==> src/rtl/pe_result_collector.sv <==
// pe_result_collector: buffers a PE column's non-backpressured result bus in a FIFO,
// re-presents it as ready/valid, and flags overflow, group-id and dataflow errors.
module pe_result_collector #(
  parameter int C_W    = 20,
  parameter int ID_W   = 3,
  parameter int DEPTH  = 8,
  parameter int TCNT_W = 8
) (
  input  logic                       clk,
  input  logic                       rst_n,
  input  logic                       in_valid,
  input  logic [C_W-1:0]             in_c,
  input  logic [ID_W-1:0]            in_id,
  input  logic                       in_last,
  input  logic                       in_propagate,
  input  logic                       in_bad_dataflow,
  output logic                       out_valid,
  input  logic                       out_ready,
  output logic [C_W-1:0]             out_c,
  output logic [ID_W-1:0]            out_id,
  output logic                       out_last,
  output logic                       out_propagate,
  output logic [$clog2(DEPTH):0]     level,
  output logic [TCNT_W-1:0]          tiles_done,
  output logic                       err_overflow,
  output logic                       err_id,
  output logic                       err_dataflow,
  input  logic                       clear_err
);
  localparam int AW = $clog2(DEPTH);
  localparam int EW = C_W + ID_W + 2;
  typedef enum logic {IDLE, IN_GROUP} state_t;
  state_t state, state_next;
  logic [EW-1:0] mem [DEPTH];
  logic [AW-1:0] wp, rp;
  logic [ID_W-1:0] grp_id, grp_id_next;
  logic full, pop, push, ov_ev, id_ev, df_ev;
  assign full = level == (AW+1)'(DEPTH);
  assign out_valid = level != '0;
  assign pop = out_valid && out_ready;
  // a full FIFO still accepts when the head leaves in the same cycle
  assign push = in_valid && (!full || pop);
  assign {out_c, out_id, out_last, out_propagate} = mem[rp];
  assign ov_ev = in_valid && !push;
  assign df_ev = in_valid && in_bad_dataflow;
  always_ff @(posedge clk)
    if (push) mem[wp] <= {in_c, in_id, in_last, in_propagate};
  always_comb begin
    state_next = state;
    grp_id_next = grp_id;
    id_ev = 1'b0;
    if (in_valid) begin
      state_next = in_last ? IDLE : IN_GROUP;
      grp_id_next = (state == IDLE) ? in_id : grp_id;
      id_ev = (state == IN_GROUP) && (in_id != grp_id);
    end
  end
  always_ff @(posedge clk or negedge rst_n)
    if (!rst_n) begin
      state <= IDLE;
      grp_id <= '0;
      wp <= '0;
      rp <= '0;
      level <= '0;
      tiles_done <= '0;
      err_overflow <= 1'b0;
      err_id <= 1'b0;
      err_dataflow <= 1'b0;
    end else begin
      state <= state_next;
      grp_id <= grp_id_next;
      wp <= push ? wp + AW'(1) : wp;
      rp <= pop ? rp + AW'(1) : rp;
      level <= level + (AW+1)'(push) - (AW+1)'(pop);
      tiles_done <= tiles_done + TCNT_W'(pop && out_last);
      err_overflow <= (err_overflow && !clear_err) || ov_ev;
      err_id <= (err_id && !clear_err) || id_ev;
      err_dataflow <= (err_dataflow && !clear_err) || df_ev;
    end
endmodule

==> config.mk <==
export PLATFORM = sky130hd
export DESIGN_NAME = pe_result_collector
export DESIGN_NICKNAME = d
export VERILOG_FILES = /design/src/rtl/pe_result_collector.sv
export SDC_FILE = /design/constraint.sdc
export NUM_CORES = 1
export LEC_CHECK = 0
export BUFFER_PORTS_ARGS = -buffer_cell sky130_fd_sc_hd__clkbuf_2
export CAP_MARGIN = 30
export CORE_MARGIN = 4
export CORE_UTILIZATION = 54
export DETAILED_ROUTE_END_ITERATION = 10
export PLACE_DENSITY = 0.73
export SLEW_MARGIN = 15
export SYNTH_ARGS = -nofsm -noshare
export SYNTH_HDL_FRONTEND = slang
export SYNTH_SLANG_ARGS = --single-unit
==> constraint.sdc <==
create_clock -name clk -period 3.6 [get_ports clk]
set_input_delay 0 -clock clk [delete_from_list [all_inputs] [get_ports clk]]
set_output_delay 0 -clock clk [all_outputs]
set_load 0.05 [all_outputs]
==> impl_metrics.yaml, run 1 <==
status:
  outcome: "completed"
synthesis:
  syn_inst: 397
  syn-num-nets: 438
  synth_edf_count: 200
  seq_area_frac_synth_pct: 74.21
  yosys.area.top_type_share_pct: 67.21
  syn_avg_cell_area_um2: 22.51
  synth_ff_type: "edfxtp_1"
  synth_top_area_cell: "edfxtp_1"
  synthesis.area_mm2: 0.008936
  ys_ff_latch: 225
  synthArstFlopShare_pct: 11.11
  ys_types: 37
  ys_top_cells_by_area: "edfxtp_1 67%, mux4_1 14%, dfrtp_1 7.0%, mux2_2 3.7%, ha_1 1.3%"
  yosysWarnings: 0
worst_setup_path:
  reg2reg_slack_ps: 1150
  critPathMaxStageDelay_ps: 670
  rr_endpoint: "mem[4][13]$_DFFE_PP_"
  rr_worst_depth: 7
  criticalPathCategory: "reg2out"
  worstPathMaxFanout: 39
  path_cells: "buf_4 > mux4_1 > mux2_2 > clkbuf_2"
  crit_start: "rp[0]$_DFFE_PN0N_"
  crit-reg2reg-launch: "level[2]$_DFF_PN0_"
  critPathLaunchType: "flop"
  crit_slowest_cell: "mux4_1"
  cp.arrival_ps: 2990
  end_kind: "primary output"
  crit_required_ps: 3600
drt:
  ant_nets: 0
  drt_iter0_markers: 332
  vias: 4245
  wl_per_cell_um: 20.95
  viasPerCell: 5.637
  firstDrtPassIters: 4
  drc: 0
  drt-total-wl_um: 15780
floorplanning:
  rows: 46
  core_mm2: 0.01606
  ioPinCount: 72
  die_w_um: 136.6
  die_height_um: 136.6
  start_util_pct: 55.65
  die-area_mm2: 0.01867
sta:
  finalCritPeriodShare_pct: 83.03
  final.setup.tns_ps: 0
  rsz0062_at_grt: "false"
  setup_viol: 0
  clock_skew_ps: 6.507
  slew_headroom_pct: 53.70
  worst_slack_ps: 611.0
  timing.hold.ws_ps: 51.93
  hold_viol: 0
  period_needed_ps: 2989
  worst_pin_slew_ps: 690.7
  slew_violations: 0
  fmax_mhz: 334.6
cts:
  post_cts_resized: 0
  clkLatencyLatePin_ps: 490
  postCtsHoldBufs: 32
  cts_setup_buffers: 0
  cts_max_path_buffers: 3
  cts_tree: "done"
  htree_levels: 1
  cts_root_buf: "clkbuf_16"
  clock_sinks: 225
  cts_made_buffers: 22
  clk_pin_slew_ps: 60
layout:
  syn2layout_area_growth_pct: 19.32
  layoutNonFillerInstCount: 753
  antenna_cells: 0
  final_common_cell: "edfxtp_1"
  layout_common_cells: "200 x edfxtp_1, 71 x clkbuf_2, 48 x mux4_1"
  drive_gt1_share_pct: 29.24
  fin_nets: 562
power_and_ir_drop:
  powerDensity_mw_per_mm2: 852.1
  leakage_nw: 3.880
  ir_worst_vdd_v: 0.0007470
place:
  portBuffers: 71
  hpwl_um: 9119
  dp_cells: 681
  pre_cts_ws_ps: 1104
  place_congestion: 0.7559
global_route:
  grt_max_degree: 45
  grt_pass1_wl_um: 25270
  grt_pass1_vias: 4480
  grt_usage_pct: 17.88
  antenna_found_initial: 0
  gr-total-overflow: 0
run:
  drv_cap: 0
hold_path:
  worst_hold_path_type: "in2async"
## state kept, by name, summed over array words and instances (netlist names)
signal,flops
mem,200
state,1
grp_id,3
err_id,1
rp,3
level,4
err_overflow,1
wp,3
tiles_done,8
err_dataflow,1
## where the power goes
part           switching [W]  leakage [nW]  total [W]  internal (W)
logic                0.00214          1.41    0.00331       0.00118
clock network       0.000872         0.352    0.00224       0.00137
registers           0.000237          2.12    0.00354       0.00330
## cell families (layout without fill, tap and decap cells)
kind of cell    count (synthesis)  after routing  synth area share, %
simple gates                   28             28                1.680
xor+xnor                       15             15                1.470
flops                         225            225                74.21
fa+ha+maj                      10             10                1.484
compound gates                 11             11                1.036
mux                            82             82                18.47
buf+inv                        26            166                1.652
## Yosys cell counts (all sizes together) (2+ instances only)
| cell type | n |
|---|---|
| edfxtp | 200 |
| mux4 | 49 |
| mux2 | 29 |
| dfrtp | 25 |
| xnor2 | 12 |
| buf | 9 |
| ha | 9 |
| inv | 9 |
| clkbuf | 8 |
| nand3 | 5 |
| nor2 | 5 |
| mux2i | 4 |
| nand2 | 4 |
| nor3 | 4 |
| xor2 | 3 |
| a32o | 2 |
| nand2b | 2 |
| o211ai | 2 |
| o21ai | 2 |
| or3b | 2 |
## worst max path at each step
stage                                       to  depth (start not counted)
after floorplan            mem[2][0]$_DFFE_PP_                          5
after detailed placement              out_c[9]                          4
after global routing                  out_c[9]                          4
final                                 out_c[4]                          4
after CTS                             out_c[9]                          4
after global placement    mem[4][17]$_DFFE_PP_                          6
## routing by layer
metal	GRT usage (%)	vias to the layer above	wire (um)
li1	-	1922	-
met1	25.64	2172	6716
met2	29.16	125	7765
met3	2.904	26	1012
met4	4.647	0	284
met5	0	-	0
## critical path, delay by kind of cell, from the launching register on
| kind | cells | cell delay [ps] |
|---|---|---|
| buffers and inverters | 2 | 850 |
| multiplexers | 2 | 960 |
| flip-flops | 1 | 630 |
## cell type report
cell class                 instances  area [um^2]
fill                            1040         5395
sequential                       225         6634
tap                              216        270.3
clock inverter                     9        87.58
timing repair buffer             117        795.8
clock buffer                      31        635.6
multi-input combinational        146         2206
inverter                           9        33.78
## per-stage QoR
stage                     power [W]  utilization, %  cell area (um^2)
after floorplan            0.006144               -              8947
after global placement     0.006826           59.67              9582
after detailed placement   0.006904           59.90              9619
after CTS                  0.009182           66.40             10660
after global routing       0.009515           66.40             10660
final                      0.009086           66.40             10660
Power figures use the tool's default switching activity.
==> run 2, diff against run 1 <==
--- a/config.mk
+++ b/config.mk
@@ -5,12 +5,13 @@
 export SDC_FILE = /design/constraint.sdc
 export NUM_CORES = 1
 export LEC_CHECK = 0
+export ABC_AREA = 1
 export BUFFER_PORTS_ARGS = -buffer_cell sky130_fd_sc_hd__clkbuf_2
 export CAP_MARGIN = 30
 export CORE_MARGIN = 4
-export CORE_UTILIZATION = 54
+export CORE_UTILIZATION = 60
 export DETAILED_ROUTE_END_ITERATION = 10
-export PLACE_DENSITY = 0.73
+export PLACE_DENSITY = 0.77
 export SLEW_MARGIN = 15
 export SYNTH_ARGS = -nofsm -noshare
 export SYNTH_HDL_FRONTEND = slang
==> constraint.sdc (replaced) <==
create_clock -name clk -period 2.95 [get_ports clk]
set_input_delay 0 -clock clk [delete_from_list [all_inputs] [get_ports clk]]
set_output_delay 0 -clock clk [all_outputs]
set_load 0.05 [all_outputs]
==> run 2 against run 1 <==
Net effect:
- register-to-register slack worse by 420 ps
- clock power is 14% higher
- critical path depth is 3 higher
- synthesized cell count increased by 100%
- largest power group is now combinational cells
==> impl_metrics.yaml, run 2 <==
status:
  outcome: "completed"
layout:
  regArea_mm2: 0.006633
  syn2layout_area_growth_pct: 15.19
  multi_input_area_mm2: 0.002291
  regMostFlops: "mem"
  num-fill-cells: 1039
  drive_gt1_share_pct: 13.54
  largest_reg_flops: 200
  final_util_pct: 70.54
  layoutNonFillerInstCount: 1111
  layout_common_cells: "200 x nor2_1, 200 x edfxtp_1, 156 x nand2_1"
  fin_nets: 952
  antenna_cells: 0
  top_regs: "mem x200, tiles_done x8, level x4"
worst_setup_path:
  crit_slowest_cell: "buf_4"
  rr_endpoint: "mem[2][15]$_DFFE_PP_"
  worstPathMaxFanout: 77
  crit_required_ps: 2950
  cpMostUsedCell: "nand2_1"
  end_kind: "primary output"
  critical_path.top_delay_family: "buffers and inverters"
  reg2reg_slack_ps: 730
  crit_buf_inv: 3
  cp.depth: 7
  endpoint: "out_id[0]"
  criticalPathCategory: "reg2out"
  crit-reg2reg-launch: "level[2]$_DFF_PN0_"
  crit_start: "rp[0]$_DFFE_PN0N_"
  path_cells: "inv_2 > buf_4 > o21ai_0 > nand2_1 > nand2_1 > nand2_1 > clkbuf_2"
  critPathMaxStageDelay_ps: 640
  rr_worst_depth: 8
  critPathLaunchType: "flop"
  cp.arrival_ps: 2740
global_route:
  grt_pass1_wl_um: 31100
  antenna_found_initial: 0
  grt_pass1_vias: 6227
  grt_usage_pct: 22.21
  grt_max_degree: 78
  gr-total-overflow: 0
synthesis:
  synthArstFlopShare_pct: 11.11
  seq_area_frac_synth_pct: 71.23
  synth_commonest_cells: "208 x nor2_1, 200 x edfxtp_1, 156 x nand2_1"
  synth_edf_count: 200
  yosysWarnings: 0
  ys_top_cells_by_area: "edfxtp_1 65%, nor2_1 8.4%, dfrtp_1 6.7%, nand2_1 6.3%, o21ai_0 4.6%"
  ys_types: 29
  syn-num-nets: 850
  synth_top_area_cell: "edfxtp_1"
  synthesis.area_mm2: 0.009310
  yosys.area.top_type_share_pct: 64.51
  ys_ff_latch: 225
  synth_most_common_cell: "nor2_1"
  syn_inst: 809
  synth_ff_type: "edfxtp_1"
  syn_avg_cell_area_um2: 11.51
floorplanning:
  die_w_um: 132.6
  start_util_pct: 61.24
  die_height_um: 132.6
  core_mm2: 0.01520
  die-area_mm2: 0.01757
  rows: 45
  ioPinCount: 72
cts:
  clkLatencyLatePin_ps: 490
  cts_tree: "done"
  clock_sinks: 225
  cts_setup_buffers: 0
  htree_levels: 1
  clk_pin_slew_ps: 60
  cts_max_path_buffers: 3
  cts_root_buf: "clkbuf_16"
  cts_made_buffers: 22
drt:
  vias: 6158
  viasPerCell: 5.543
  wl_per_cell_um: 17.59
  firstDrtPassIters: 5
  ant_nets: 0
  drt_iter0_markers: 517
  drt-total-wl_um: 19540
  drc: 0
sta:
  period_needed_ps: 2741
  slew_headroom_pct: 50.55
  finalCritPeriodShare_pct: 92.91
  clock_skew_ps: 16.67
  setup_viol: 0
  slew_violations: 0
  fmax_mhz: 364.8
  timing.hold.ws_ps: 54.47
  rsz0062_at_grt: "false"
  worst_pin_slew_ps: 741.7
  hold_viol: 0
power_and_ir_drop:
  power.share.sequential_pct: 36.1
  power.internal_w: 0.006691
  clkPwrFrac_pct: 21.9
  combPwrFrac_pct: 42.0
  ir_worst_vdd_v: 0.001029
  p_switching_w: 0.005001
  powerDensity_mw_per_mm2: 1090
  p_total_w: 0.01169
  leakage_nw: 4.241
  switching_share_pct: 42.77
run:
  drv_cap: 0
place:
  hpwl_um: 10350
  dp_cells: 1043
  portBuffers: 71
  place_congestion: 0.7793
hold_path:
  worst_hold_path_type: "in2async"
-- run 2: worst min path at each step --
stage                     cells past startpoint  start  slack (ps)                       to
after global routing                          2  rst_n         110  tiles_done[2]$_DFF_PN0_
after global placement                        1  rst_n          30  tiles_done[4]$_DFF_PN0_
after CTS                                     2  rst_n          60  tiles_done[3]$_DFF_PN0_
after floorplan                               0  rst_n        -300   err_dataflow$_DFF_PN0_
final                                         2  rst_n          50  tiles_done[3]$_DFF_PN0_
after detailed placement                      1  rst_n          40  tiles_done[3]$_DFF_PN0_
-- run 2: area by class of cell --
class                      count  share of cell area, %
inverter                      29                  1.015
multi-input combinational    515                  21.36
clock buffer                  30                  5.612
tap                          188                  2.193
timing repair buffer         118                  7.502
clock inverter                 6                 0.4667
sequential                   225                  61.85
-- run 2: timing repair --
action / 4_1_cts / 5_1_grt
endpoints found under the hold margin: 237 / 0
resized for setup: 0 / 1
endpoints found under the setup margin: 0 / 2
hold buffers: 32 / 0
-- run 2: cell families (layout without fill, tap and decap cells) --
kind of cell | count (synthesis) | count (layout) | synth area share [%]
buffers and inverters | 69 | 183 | 4.381
AO/OA/AOI/OAI | 105 | 105 | 5.712
AND/OR/NAND/NOR | 387 | 387 | 16.03
flip-flops | 225 | 225 | 71.23
adder cells (fa/ha/maj) | 10 | 10 | 1.425
XOR/XNOR | 13 | 13 | 1.223
-- run 2: per-layer routing --
| layer | global-route usage, % | up-vias | part of all wire [%] |
|---|---|---|---|
| li1 | - | 2925 | - |
| met1 | 28.91 | 3001 | 41 |
| met2 | 38.49 | 205 | 51 |
| met3 | 3.574 | 27 | 5.9 |
| met4 | 7.390 | 0 | 1.8 |
| met5 | 0 | - | 0 |
-- run 2: power by group through the flow --
stage / clock network [W] / registers, W / logic [W]
after global routing: 0.00274 / 0.00426 / 0.00536
after detailed placement: 0 / 0.00427 / 0.00484
after CTS: 0.00259 / 0.00422 / 0.00493
after global placement: 0 / 0.00424 / 0.00471
after floorplan: 0 / 0.00444 / 0.00363
final: 0.00256 / 0.00422 / 0.00491
-- run 2: through the flow --
step                      instance area, um^2  setup TNS, ps  worst slack (ps)
after global placement                   9748              0             799.8
after CTS                               10720              0             134.4
after detailed placement                 9748              0             709.1
final                                   10720              0             209.1
after global routing                    10720              0             30.73
after floorplan                          9320         -37920            -379.2
